$ cat src/rtl/parking_arith_pkg.sv
// Shared arithmetic definitions for the parking fee/occupancy datapaths:
// divider state encoding, default operand width and counter sizing.
package parking_arith_pkg;

    typedef enum logic [1:0] {
        IDLE = 2'd0,
        CALC = 2'd1,
        DONE = 2'd2
    } div_state_e;

    localparam int DIV_WIDTH_DEFAULT = 8;

    // Iteration counter width; counts WIDTH-1 down to 0.
    function automatic int cnt_width(input int w);
        if (w > 1) begin
            return $clog2(w);
        end else begin
            return 1;
        end
    endfunction

endpackage

$ cat src/rtl/trial_subtractor.sv
// Ripple subtractor used for the divider's trial step, assembled from the
// shared full-adder cell in subtract mode (b inverted, carry-in high).
module full_adder (
    input  logic a,
    input  logic b,
    input  logic ci,
    output logic s,
    output logic co
);
    assign s  = a ^ b ^ ci;
    assign co = (a & b) | (ci & (a ^ b));
endmodule

module trial_subtractor #(
    parameter int N = 9
) (
    input  logic [N-1:0] a,
    input  logic [N-1:0] b,
    output logic [N-1:0] diff,
    output logic         borrow
);
    logic         sub_sel_s;
    logic [N-1:0] b_eff_s;
    logic [N:0]   carry_s;

    assign sub_sel_s  = 1'b1;
    assign b_eff_s    = b ^ {N{sub_sel_s}};
    assign carry_s[0] = sub_sel_s;

    for (genvar i = 0; i < N; i++) begin : g_fa
        full_adder u_fa (
            .a  (a[i]),
            .b  (b_eff_s[i]),
            .ci (carry_s[i]),
            .s  (diff[i]),
            .co (carry_s[i+1])
        );
    end

    // A missing carry-out in two's-complement subtraction means a < b.
    assign borrow = ~carry_s[N];

endmodule

$ cat src/rtl/fee_divider.sv
// Sequential restoring divider: one quotient bit per clock, start/done
// handshake, registered results with divide-by-zero flag.
module fee_divider
    import parking_arith_pkg::*;
#(
    parameter int WIDTH = DIV_WIDTH_DEFAULT
) (
    input  logic             clk,
    input  logic             rst_n,
    input  logic             start,
    input  logic [WIDTH-1:0] dividend,
    input  logic [WIDTH-1:0] divisor,
    output logic             busy,
    output logic             done,
    output logic [WIDTH-1:0] quotient,
    output logic [WIDTH-1:0] remainder,
    output logic             div_by_zero
);
    localparam int              CW       = cnt_width(WIDTH);
    localparam logic [CW-1:0]   CNT_LOAD = CW'(WIDTH - 1);
    localparam logic [CW-1:0]   CNT_ONE  = CW'(1);

    div_state_e       state_r, state_nx;
    logic [WIDTH:0]   acc_r, acc_nx;
    logic [WIDTH-1:0] q_r, q_nx;
    logic [WIDTH-1:0] div_r, div_nx;
    logic [CW-1:0]    cnt_r, cnt_nx;
    logic             busy_r, busy_nx;
    logic             done_r, done_nx;
    logic [WIDTH-1:0] quot_r, quot_nx;
    logic [WIDTH-1:0] rem_r, rem_nx;
    logic             dbz_r, dbz_nx;

    logic [WIDTH:0]   shifted_s;
    logic [WIDTH:0]   diff_s;
    logic             borrow_s;

    // Accumulator MSB is always zero between steps since acc < divisor.
    assign shifted_s = (acc_r << 1'b1) | {{WIDTH{1'b0}}, q_r[WIDTH-1]};

    trial_subtractor #(
        .N (WIDTH + 1)
    ) u_sub (
        .a      (shifted_s),
        .b      ({1'b0, div_r}),
        .diff   (diff_s),
        .borrow (borrow_s)
    );

    // Next-state, datapath and registered-output computation.
    always_comb begin
        state_nx = state_r;
        acc_nx   = acc_r;
        q_nx     = q_r;
        div_nx   = div_r;
        cnt_nx   = cnt_r;
        busy_nx  = 1'b0;
        done_nx  = 1'b0;
        quot_nx  = quot_r;
        rem_nx   = rem_r;
        dbz_nx   = dbz_r;

        case (state_r)
            IDLE, DONE: begin
                if (start) begin
                    div_nx = divisor;
                    acc_nx = {(WIDTH+1){1'b0}};
                    q_nx   = dividend;
                    cnt_nx = CNT_LOAD;
                    if (divisor == {WIDTH{1'b0}}) begin
                        state_nx = DONE;
                        done_nx  = 1'b1;
                        quot_nx  = {WIDTH{1'b1}};
                        rem_nx   = dividend;
                        dbz_nx   = 1'b1;
                    end else begin
                        state_nx = CALC;
                        busy_nx  = 1'b1;
                    end
                end else begin
                    state_nx = IDLE;
                end
            end
            CALC: begin
                if (borrow_s) begin
                    acc_nx = shifted_s;
                end else begin
                    acc_nx = diff_s;
                end
                q_nx   = {q_r[WIDTH-2:0], ~borrow_s};
                cnt_nx = cnt_r - CNT_ONE;
                if (cnt_r == {CW{1'b0}}) begin
                    state_nx = DONE;
                    done_nx  = 1'b1;
                    quot_nx  = q_nx;
                    rem_nx   = acc_nx[WIDTH-1:0];
                    dbz_nx   = 1'b0;
                end else begin
                    busy_nx  = 1'b1;
                end
            end
            default: begin
                state_nx = IDLE;
            end
        endcase
    end

    // FSM state register.
    always_ff @(posedge clk or negedge rst_n) begin
        if (!rst_n) begin
            state_r <= IDLE;
        end else begin
            state_r <= state_nx;
        end
    end

    // Datapath and result registers.
    always_ff @(posedge clk or negedge rst_n) begin
        if (!rst_n) begin
            acc_r  <= {(WIDTH+1){1'b0}};
            q_r    <= {WIDTH{1'b0}};
            div_r  <= {WIDTH{1'b0}};
            cnt_r  <= {CW{1'b0}};
            busy_r <= 1'b0;
            done_r <= 1'b0;
            quot_r <= {WIDTH{1'b0}};
            rem_r  <= {WIDTH{1'b0}};
            dbz_r  <= 1'b0;
        end else begin
            acc_r  <= acc_nx;
            q_r    <= q_nx;
            div_r  <= div_nx;
            cnt_r  <= cnt_nx;
            busy_r <= busy_nx;
            done_r <= done_nx;
            quot_r <= quot_nx;
            rem_r  <= rem_nx;
            dbz_r  <= dbz_nx;
        end
    end

    assign busy        = busy_r;
    assign done        = done_r;
    assign quotient    = quot_r;
    assign remainder   = rem_r;
    assign div_by_zero = dbz_r;

endmodule

$ cat config.mk
export PLATFORM = sky130hd
export DESIGN_NAME = fee_divider
export DESIGN_NICKNAME = d
export VERILOG_FILES = /design/src/rtl/parking_arith_pkg.sv /design/src/rtl/trial_subtractor.sv /design/src/rtl/fee_divider.sv
export SDC_FILE = /design/constraint.sdc
export NUM_CORES = 1
export LEC_CHECK = 0
export CAP_MARGIN = 20
export CORE_ASPECT_RATIO = 1.1
export CORE_MARGIN = 4
export CORE_UTILIZATION = 40
export CTS_CLUSTER_DIAMETER = 30
export CTS_CLUSTER_SIZE = 16
export DETAILED_ROUTE_END_ITERATION = 16
export HOLD_SLACK_MARGIN = 0.06
export MAX_ROUTING_LAYER = met4
export PLACE_DENSITY = 0.62
export SETUP_SLACK_MARGIN = 0.15
export SLEW_MARGIN = 20
export SYNTH_ARGS = -nofsm -noshare
export SYNTH_HDL_FRONTEND = slang
export SYNTH_SLANG_ARGS = --single-unit
$ cat constraint.sdc
create_clock -name clk -period 5.06 [get_ports clk]
set_clock_uncertainty 0.1 [all_clocks]
set_input_delay 1.518 -clock clk [delete_from_list [all_inputs] [get_ports clk]]
set_output_delay 1.518 -clock clk [all_outputs]
set_load 0.01 [all_outputs]
# Yosys cells after proc, flatten, opt, wreduce, memory -nomap -nowiden

Cells that the tools add are included.

Add/sub/neg operators: 1
Eq/ne operators: 5
Muxes and demuxes: 31
Bitwise gates (word level): 45
Reduce and logical (&&, ||, !) cells: 8

Operator list:

| cell                | count |
|---|---|
| $mux 8              | 9 |
| $pmux 8 s2          | 4 |
| $and 1x1->1         | 17 |
| $xor 1x1->1         | 16 |
| $mux 1              | 9 |
| $not 8->9           | 1 |
| $or 1x1->1          | 9 |
| $or 9x1->9          | 1 |
| $logic_not 8->1     | 1 |
| $mux 2              | 3 |
| $ne 2x2->1 const B  | 3 |
| $pmux 1 s2          | 3 |
| $pmux 3 s2          | 1 |
| $pmux 2 s2          | 1 |
| $reduce_and 2->1    | 2 |
| $reduce_and 4->1    | 1 |
| $logic_not 3->1     | 1 |
| $mux 3              | 1 |
| $sub 3x1->3 const B | 1 |
| $eq 2x1->1 const B  | 1 |
| $eq 2x2->1 const B  | 1 |
| $logic_not 2->1     | 1 |
| $reduce_bool 2->1   | 1 |
| $reduce_or 2->1     | 1 |
| $not 1->1           | 1 |

Register bits: 48
Word-level logic and storage cells: 100

# Depth between registers and ports, before layout

Gate-level depths: netlist (run 1).

Depth after elaboration: 22
Gate-level depth with buffers: 13
Gate-level depth less buffers: 12

# Cells and area by module

A second synthesis (run 1) with hierarchy kept.

Cell total of the unflattened synthesis: 220
Area total of the unflattened synthesis: 2391.0 µm²

Modules (own cells, without submodules):

| module           | times used | cells each | area each (µm²) |
|---|---|---|---|
| fee_divider      | 1          | 200        | 2169.6 |
| full_adder       | 9          | 1          | 20.0 |
| trial_subtractor | 1          | 11         | 41.3 |

# Least setup slack after synthesis (run 1)

No wires, ideal clock.

Kind: register -> register
From: reg div_r[0]
To: reg rem_r[5], in the netlist remainder[5]
Library setup time: 0.082 ns
Arrival time: 4.227 ns
Data required time: 4.878 ns
Path slack: 0.652 ns
Stages on the path, launching flop included: 13
Buffers on the path: 1
Clock period less this slack: 4.408 ns
Cells stage by stage: dfrtp_1 > ha_1 > fa_1 > fa_1 > fa_1 > fa_1 > fa_1 > fa_1 > fa_1 > clkbuf_1 > nor3b_1 > a211o_1 > a31oi_1

Longest elaborated chain between the ends: 22
Elaborated cells on any way between the ends: 24

Ends and longest elaborated chain:

| item                                              | RTL line               | RTL |
|---|---|---|
| from (decl)                                       | fee_divider.sv:26      | `logic [WIDTH-1:0] div_r, div_nx;` |
| from (signal assigned)                            | fee_divider.sv:122     | `div_r <= {WIDTH{1'b0}};` |
| from (signal assigned)                            | fee_divider.sv:132     | `div_r <= div_nx;` |
| $not 8->9 (no source line) *                      | n/a                    |  |
| $and 1x1->1 / $xor 1x1->1 (equally long branches) | trial_subtractor.sv:11 | `assign co = (a & b) \| (ci & (a ^ b));` |
| $or 1x1->1 *                                      | trial_subtractor.sv:11 |  |
| $and 1x1->1 *                                     | trial_subtractor.sv:11 |  |
| $or 1x1->1 *                                      | trial_subtractor.sv:11 |  |
| $and 1x1->1 *                                     | trial_subtractor.sv:11 |  |
| $or 1x1->1 *                                      | trial_subtractor.sv:11 |  |
| $and 1x1->1 *                                     | trial_subtractor.sv:11 |  |
| (+6 left out)                                     | n/a                    |  |
| $or 1x1->1                                        | trial_subtractor.sv:11 |  |
| $and 1x1->1                                       | trial_subtractor.sv:11 |  |
| $or 1x1->1                                        | trial_subtractor.sv:11 |  |
| $and 1x1->1                                       | trial_subtractor.sv:11 |  |
| $or 1x1->1                                        | trial_subtractor.sv:11 |  |
| $mux 8 *                                          | fee_divider.sv:85      | `if (borrow_s) begin` |
| $mux 8 *                                          | fee_divider.sv:92      | `if (cnt_r == {CW{1'b0}}) begin` |
| $pmux 8 s2 *                                      | fee_divider.sv:63      | `case (state_r)` |
| to (signal assigned)                              | fee_divider.sv:127     | `rem_r <= {WIDTH{1'b0}};` |
| to (signal assigned)                              | fee_divider.sv:137     | `rem_r <= rem_nx;` |
| to (decl)                                         | fee_divider.sv:31      | `logic [WIDTH-1:0] rem_r, rem_nx;` |

Mark *: on every way between the ends. The rest lies on a longest branch, timed or not. The select of a mux whose other input is x is not followed.
A chain may end at the register's enable or synchronous reset.

# Worst setup path after layout (run 1)

From: reg div_r[0]
To: reg rem_r[1], in the netlist remainder[1]

Longest elaborated chain between the ends: 22
Elaborated cells on any way between the ends: 24

Ends and longest elaborated chain:

| item                                              | RTL line |
|---|---|
| $not 8->9 (no source line) *                      | n/a |
| $and 1x1->1 / $xor 1x1->1 (equally long branches) | trial_subtractor.sv:11 |
| $or 1x1->1 *                                      | trial_subtractor.sv:11 |
| $and 1x1->1                                       | trial_subtractor.sv:11 |
| $or 1x1->1                                        | trial_subtractor.sv:11 |
| $and 1x1->1                                       | trial_subtractor.sv:11 |
| $or 1x1->1                                        | trial_subtractor.sv:11 |
| $and 1x1->1                                       | trial_subtractor.sv:11 |
| (+6 left out)                                     | n/a |
| $or 1x1->1                                        | trial_subtractor.sv:11 |
| $and 1x1->1                                       | trial_subtractor.sv:11 |
| $or 1x1->1                                        | trial_subtractor.sv:11 |
| $and 1x1->1                                       | trial_subtractor.sv:11 |
| $or 1x1->1                                        | trial_subtractor.sv:11 |
| $mux 8 *                                          | fee_divider.sv:85 |
| $mux 8 *                                          | fee_divider.sv:92 |
| $pmux 8 s2 *                                      | fee_divider.sv:63 |

Marks and branches as above.

==> results of run 1 <==
[stage by stage]
stage / total power, mW / hold WS (ns) / util [%]
floorplan: 1.47 / 0.352 / -
detailed placement: 1.81 / 0.377 / 47.3
CTS: 2.05 / 0.398 / 48.9
global route: 2.23 / 0.407 / 49.0
global placement: 1.80 / 0.371 / 47.3
finish: 2.04 / 0.395 / 49.0
[area by class of cell]
| type | instances | area [sq um] | share of cell area (%) |
|---|---|---|---|
| Clock buffer | 6 | 82.6 | 2.74 |
| Clock inverter | 2 | 15.0 | 0.498 |
| Inverter | 13 | 48.8 | 1.62 |
| Multi-Input combinational cell | 153 | 1190 | 39.3 |
| Sequential cell | 48 | 1200 | 39.8 |
| Tap cell | 80 | 100 | 3.32 |
| Timing Repair Buffer | 39 | 383 | 12.7 |
[logic make-up after synthesis]
kind of cell / count (synthesis) / share of synthesized area [%]
flops: 48 / 47.7
xor+xnor: 1 / 0.348
mux: 9 / 3.63
buf+inv: 29 / 5.32
simple gates: 67 / 15.7
fa+ha+maj: 10 / 7.05
compound gates: 66 / 20.3
[metal layers]
metal	vias to the layer above	wire, um	part of all wire [%]
met1	928	2640	48
met5	-	0	0
li1	889	-	-
met3	9	262	4.7
met4	0	57	1.0
met2	39	2580	47
[Yosys cell counts (all sizes together)]
cell / number
a211o: 3
a211oi: 6
a21oi: 8
a221o: 1
a22o: 7
a311oi: 3
a31oi: 4
and3: 1
buf: 9
clkbuf: 7
dfrtp: 48
fa: 7
ha: 3
inv: 13
mux2: 1
mux2i: 8
nand2: 30
nand2b: 3
nand3b: 5
nand4bb: 1
nor2: 9
nor2b: 10
nor3b: 3
nor4: 2
nor4bb: 1
o211a: 5
o211ai: 1
o21ai: 6
o22a: 6
o22ai: 4
o311ai: 5
o31ai: 7
or4: 2
xnor2: 1
[layout by cell type (no fill, tap or decap), types with 4 or more instances in the layout]
master | Yosys | final
inv_1 | 12 | 12
o311ai_1 | 5 | 5
a21oi_1 | 8 | 8
nand2_1 | 30 | 30
o22a_1 | 6 | 6
clkbuf_8 | 0 | 6
fa_1 | 7 | 6
a22o_1 | 7 | 7
o21ai_0 | 6 | 6
nor2_1 | 9 | 9
nor2b_1 | 10 | 10
a211oi_1 | 6 | 6
mux2i_1 | 8 | 8
nand3b_1 | 5 | 5
o31ai_1 | 7 | 7
clkdlybuf4s50_1 | 0 | 36
o211a_1 | 5 | 5
dfrtp_1 | 48 | 48
o22ai_1 | 4 | 4
[sequential cells by signal, summed over array words and instances, names as in the netlist, 2 cells and up]
signal	cells
state_r	2
div_r	8
q_r	8
acc_r	8
quotient	8
cnt_r	3
remainder	8
[worst min-delay path by stage]
stage,slack (ns),from,cells after the start,to
global placement,0.37,quotient[0]$_DFFE_PN0P_,1,quotient[0]$_DFFE_PN0P_
floorplan,0.35,div_r[0]$_DFFE_PN0P_,2,div_r[0]$_DFFE_PN0P_
finish,0.39,quotient[0]$_DFFE_PN0P_,1,quotient[0]$_DFFE_PN0P_
global route,0.41,quotient[4]$_DFFE_PN0P_,1,quotient[4]$_DFFE_PN0P_
CTS,0.40,quotient[4]$_DFFE_PN0P_,1,quotient[4]$_DFFE_PN0P_
detailed placement,0.38,quotient[4]$_DFFE_PN0P_,1,quotient[4]$_DFFE_PN0P_
[worst reg2reg max path, stage by stage (launching register included)]
cell and delay [ns]:
dfrtp_1 0.39, ha_1 0.21, fa_1 0.43, fa_1 0.43
fa_1 0.43, fa_1 0.43, fa_1 0.42, fa_1 0.43
fa_2 0.47, nor2b_1 0.29, o211a_1 0.27, o31ai_1 0.19
[power groups by stage]
stage	registers, mW	clock network, mW	logic (mW)
3_5_place_dp	0.731	0	1.08
6_report	0.721	0.243	1.08
5_1_grt	0.750	0.268	1.21
3_3_place_gp	0.729	0	1.07
4_1_cts	0.723	0.247	1.08
2_1_floorplan	0.706	0	0.765
==> results.sh, run 1 <==
export IMPL_regToRegEndpoint="remainder[1]$_DFFE_PN0P_"
export IMPL_wirelength_um=5540
export IMPL_p_switching_mw=0.809
export IMPL_crit_path_end_kind="register"
export IMPL_final_setup_tns_ns=0
export IMPL_drcViolationCount=0
export IMPL_reg2regPathDepth=11
export IMPL_finalHoldViolCount=0
export IMPL_slowest_stage="fa_2"
export IMPL_yosys_area_top_type="dfrtp_1"
export IMPL_use_met2_pct=24.8
export IMPL_worst_path_buf_inv=0
export IMPL_pre_cts_slack_ns=0.372
export IMPL_design_final_nets=289
export IMPL_syn_avg_cell_area_sq_um=11.0
export IMPL_dpl_cell_count=333
export IMPL_placed_area_sq_mm=0.00291
export IMPL_htreeDepth=2
export IMPL_final_cells=341
export IMPL_fmax_mhz=220
export IMPL_p_seq_share_pct=35.3
export IMPL_crit_path_end="remainder[1]$_DFFE_PN0P_"
export IMPL_yosysWarningCount=0
export IMPL_gp_congestion=0.807
export IMPL_drt_initial_drc_count=75
export IMPL_die_h_um=91.2
export IMPL_numCtsBuffers=5
export IMPL_min_path_type="reg -> reg"
export IMPL_synth_distinct_cells=39
export IMPL_hpwl_um=3960
export IMPL_route_vias_total=1865
export IMPL_cts_tree="yes"
export IMPL_cts_clk_slew_worst_paths_ns=0.09
export IMPL_synth_top_area_share_pct=47.7
export IMPL_drive_above_1_share_pct=7.28
export IMPL_path_common_cell="fa_1"
export IMPL_antenna_left=0
export IMPL_critPathMaxFanout=12
export IMPL_dieArea_sq_mm=0.00763
export IMPL_clock_path_buffers=2
export IMPL_use_met1_pct=20.6
export IMPL_rows=30
export IMPL_busiest_layer="met2"
export IMPL_cp_depth=11
export IMPL_grt_pass1_wl_um=9380
export IMPL_coreArea_sq_mm=0.00616
export IMPL_clock_power_share_pct=11.9
export IMPL_first_pass_iters=4
export IMPL_critPathTopFamily="adder cells"
export IMPL_min_period_ns=4.55
export IMPL_yosysSeqAreaShare_pct=47.7
export IMPL_path_cells="ha_1, fa_1, fa_1, fa_1, fa_1, fa_1, fa_1, fa_2, nor2b_1, o211a_1, o31ai_1"
export IMPL_p_int_mw=1.24
export IMPL_cts_resized=0
export IMPL_area_delta_synth_final_pct=19.8
export IMPL_fin_crit_sh_pct=90.0
export IMPL_wl_per_cell_um=16.2
export IMPL_cp_start_kind="register"
export IMPL_ys_ff_latch=48
export IMPL_setup_violations=0
export IMPL_die_w_um=83.7
export IMPL_critPathLaunch="div_r[0]$_DFFE_PN0P_"
export IMPL_initial_core_util_pct=40.9
export IMPL_status="finished clean"
export IMPL_cts_setup_buffers=0
export IMPL_syn_inst=230
export IMPL_cts_root_buf="clkbuf_8"
export IMPL_power_frac_comb_pct=52.9
export IMPL_ys_top_cells_by_area="dfrtp_1 48%, fa_1 5.6%, nand2_1 4.5%"
export IMPL_synth_nets=259
export IMPL_io_buffers=37
export IMPL_tightest_slew_ns=0.824
export IMPL_maxCapViolations=0
export IMPL_final_area_sq_mm=0.00302
export IMPL_pwr_density_cell_mw_per_mm2=678
export IMPL_gr_total_overflow=0
export IMPL_clk_latency_ns=0.30
export IMPL_grt_use_total_pct=15.7
export IMPL_nFillCells=601
export IMPL_slew_viol_final=0
export IMPL_synth_area_sq_mm=0.00252
export IMPL_grt_use_met3_pct=3.81
export IMPL_crit_type="reg -> reg"
export IMPL_grt_max_degree=49
export IMPL_cp_slowest_stage_delay_ns=0.47
export IMPL_p_leak_nw=1.27
export IMPL_antenna_found_initial=0
export IMPL_viasPerCell=5.47
export IMPL_clock_sinks=48
export IMPL_rsz0062_at_grt="no"
export IMPL_r2r_slack_ns=0.51
export IMPL_ios=38
export IMPL_worst_slack_ns=0.505
export IMPL_slew_headroom_pct=45.1
export IMPL_n_antenna_cell=0
export IMPL_ir_worst_vdd_mv=0.288
export IMPL_sw_frac_of_total_pct=39.6
export IMPL_cp_required_ns=5.17
export IMPL_r2r_start="div_r[0]$_DFFE_PN0P_"
export IMPL_cp_arrival_ns=4.67
export IMPL_grt_pass1_vias=1858
export IMPL_cts_hold_repair_buffers=0
Note: power is estimated with default switching activity, not from simulation.
==> inputs of run 2 (changes only) <==
Settings changed: GPL_TIMING_DRIVEN set to 0.
==> run 2 against run 1 <==
Compared with the run above: sequential share of layout area down 1.3 points; fmax down 2.4%; non-clock buffer count up 14; worst hold slack worse by 0.00056 ns; critical path type unchanged; largest cell class unchanged; highest routed layer unchanged.
==> results.sh, run 2 (synthesis results as in run 1) <==
export IMPL_die_h_um=91.2
export IMPL_hpwl_um=4280
export IMPL_slew_headroom_pct=58.3
export IMPL_viasPerCell=5.30
export IMPL_fmax_mhz=214
export IMPL_grt_use_total_pct=16.4
export IMPL_route_vias_total=1876
export IMPL_htreeDepth=2
export IMPL_rsz0062_at_grt="no"
export IMPL_cts_resized=0
export IMPL_regToRegEndpoint="remainder[6]$_DFFE_PN0P_"
export IMPL_p_leak_nw=1.33
export IMPL_setup_violations=0
export IMPL_cp_arrival_ns=4.79
export IMPL_maxCapViolations=0
export IMPL_n_antenna_cell=0
export IMPL_coreArea_sq_mm=0.00616
export IMPL_wl_per_cell_um=16.4
export IMPL_path_cells="inv_1, ha_1, fa_1, fa_1, fa_1, fa_1, fa_1, fa_1, fa_1, clkbuf_2, nor3b_1, a211o_1, a31oi_1"
export IMPL_cp_required_ns=5.19
export IMPL_final_cell_mix="48 x dfrtp_1, 36 x clkdlybuf4s50_1, 30 x nand2_1"
export IMPL_crit_type="reg -> reg"
export IMPL_use_met1_pct=20.0
export IMPL_path_common_cell="fa_1"
export IMPL_die_w_um=83.7
export IMPL_pwr_density_cell_mw_per_mm2=692
export IMPL_crit_path_end_kind="register"
export IMPL_cts_setup_buffers=0
export IMPL_reg2regPathDepth=13
export IMPL_use_met2_pct=27.7
export IMPL_r2r_start="q_r[7]$_DFFE_PN0P_"
export IMPL_worst_path_buf_inv=2
export IMPL_cp_start_kind="register"
export IMPL_rows=30
export IMPL_slowest_stage="fa_1"
export IMPL_drive_above_1_share_pct=8.76
export IMPL_final_area_sq_mm=0.00312
export IMPL_nFillCells=591
export IMPL_tightest_slew_ns=0.625
export IMPL_clock_sinks=48
export IMPL_busiest_layer="met2"
export IMPL_clk_latency_ns=0.31
export IMPL_drcViolationCount=0
export IMPL_wirelength_um=5790
export IMPL_first_pass_iters=4
export IMPL_fin_crit_sh_pct=92.2
export IMPL_min_path_cells=1
export IMPL_min_to="quotient[3]$_DFFE_PN0P_"
export IMPL_gr_total_overflow=0
export IMPL_gp_congestion=0.776
export IMPL_cts_hold_repair_buffers=0
export IMPL_ir_worst_vdd_mv=0.212
export IMPL_final_setup_tns_ns=0
export IMPL_critPathTopFamily="adder cells"
export IMPL_area_delta_synth_final_pct=23.7
export IMPL_min_path_type="reg -> reg"
export IMPL_io_buffers=37
export IMPL_clock_path_buffers=2
export IMPL_dieArea_sq_mm=0.00763
export IMPL_cts_root_buf="clkbuf_8"
export IMPL_status="finished clean"
export IMPL_drt_initial_drc_count=105
export IMPL_cp_slowest_stage_delay_ns=0.44
export IMPL_final_common_cell="dfrtp_1"
export IMPL_cts_clk_slew_worst_paths_ns=0.09
export IMPL_min_period_ns=4.67
export IMPL_antenna_found_initial=0
export IMPL_design_final_nets=303
export IMPL_initial_core_util_pct=40.9
export IMPL_numCtsBuffers=5
export IMPL_finalHoldViolCount=0
export IMPL_placed_area_sq_mm=0.00299
export IMPL_slew_viol_final=0
export IMPL_ios=38
export IMPL_grt_use_met3_pct=3.63
export IMPL_critPathMaxFanout=10
export IMPL_antenna_left=0
export IMPL_r2r_slack_ns=0.39
export IMPL_min_delay_start="quotient[3]$_DFFE_PN0P_"
export IMPL_grt_pass1_vias=2001
export IMPL_grt_pass1_wl_um=9740
export IMPL_cts_tree="yes"
export IMPL_grt_max_degree=49
==> run 2: cell count changes in the layout (fill, tap and decap cells not counted), moves of 2 or more <==
| cell | delta |
|---|---|
| buf_2 | +5 |
| buf_6 | +2 |
| bufinv_16 | +2 |
| clkbuf_1 | +6 |
| clkinvlp_4 | -2 |
==> run 2: per-stage QoR <==
stage	power (mW)	cells	util [%]	hold WS, ns	setup slack [ns]
global placement	1.83	347	48.6	0.371	0.357
detailed placement	1.84	347	48.5	0.379	0.345
CTS	2.18	354	50.6	0.400	0.274
finish	2.16	354	50.6	0.394	0.394
global route	2.34	354	50.6	0.422	0.174
floorplan	1.47	230	-	0.352	0.652
==> run 2: final cells by class <==
cell class / count / area (sq um) / share of cell area (%)
Clock inverter: 2 / 60.1 / 1.93
Clock buffer: 5 / 68.8 / 2.21
Tap cell: 80 / 100 / 3.21
Sequential cell: 48 / 1200 / 38.5
Timing Repair Buffer: 37 / 368 / 11.8
Inverter: 13 / 48.8 / 1.57
Buffer: 16 / 86.3 / 2.77
Multi-Input combinational cell: 153 / 1180 / 38.0
==> run 2: how the worst max path moves through the flow <==
stage	start	endpoint	slack, ns	cells after the start
4_1_cts	q_r[7]$_DFFE_PN0P_	remainder[6]$_DFFE_PN0P_	0.27	13
3_5_place_dp	q_r[7]$_DFFE_PN0P_	remainder[6]$_DFFE_PN0P_	0.34	13
2_1_floorplan	div_r[0]$_DFFE_PN0P_	remainder[5]$_DFFE_PN0P_	0.65	12
3_3_place_gp	q_r[7]$_DFFE_PN0P_	remainder[5]$_DFFE_PN0P_	0.36	13
6_report	q_r[7]$_DFFE_PN0P_	remainder[6]$_DFFE_PN0P_	0.39	13
5_1_grt	q_r[7]$_DFFE_PN0P_	remainder[2]$_DFFE_PN0P_	0.17	13
==> run 2: metal layers <==
| metal | vias to the layer above | wire length, um |
|---|---|---|
| li1 | 911 | - |
| met1 | 913 | 2680 |
| met2 | 47 | 2770 |
| met3 | 5 | 283 |
| met4 | 0 | 58 |
| met5 | - | 0 |
==> run 2: where the power goes <==
part	switching [mW]	internal, mW
registers	0.125	0.569
logic	0.562	0.570
clock network	0.135	0.195
total	0.822	1.33
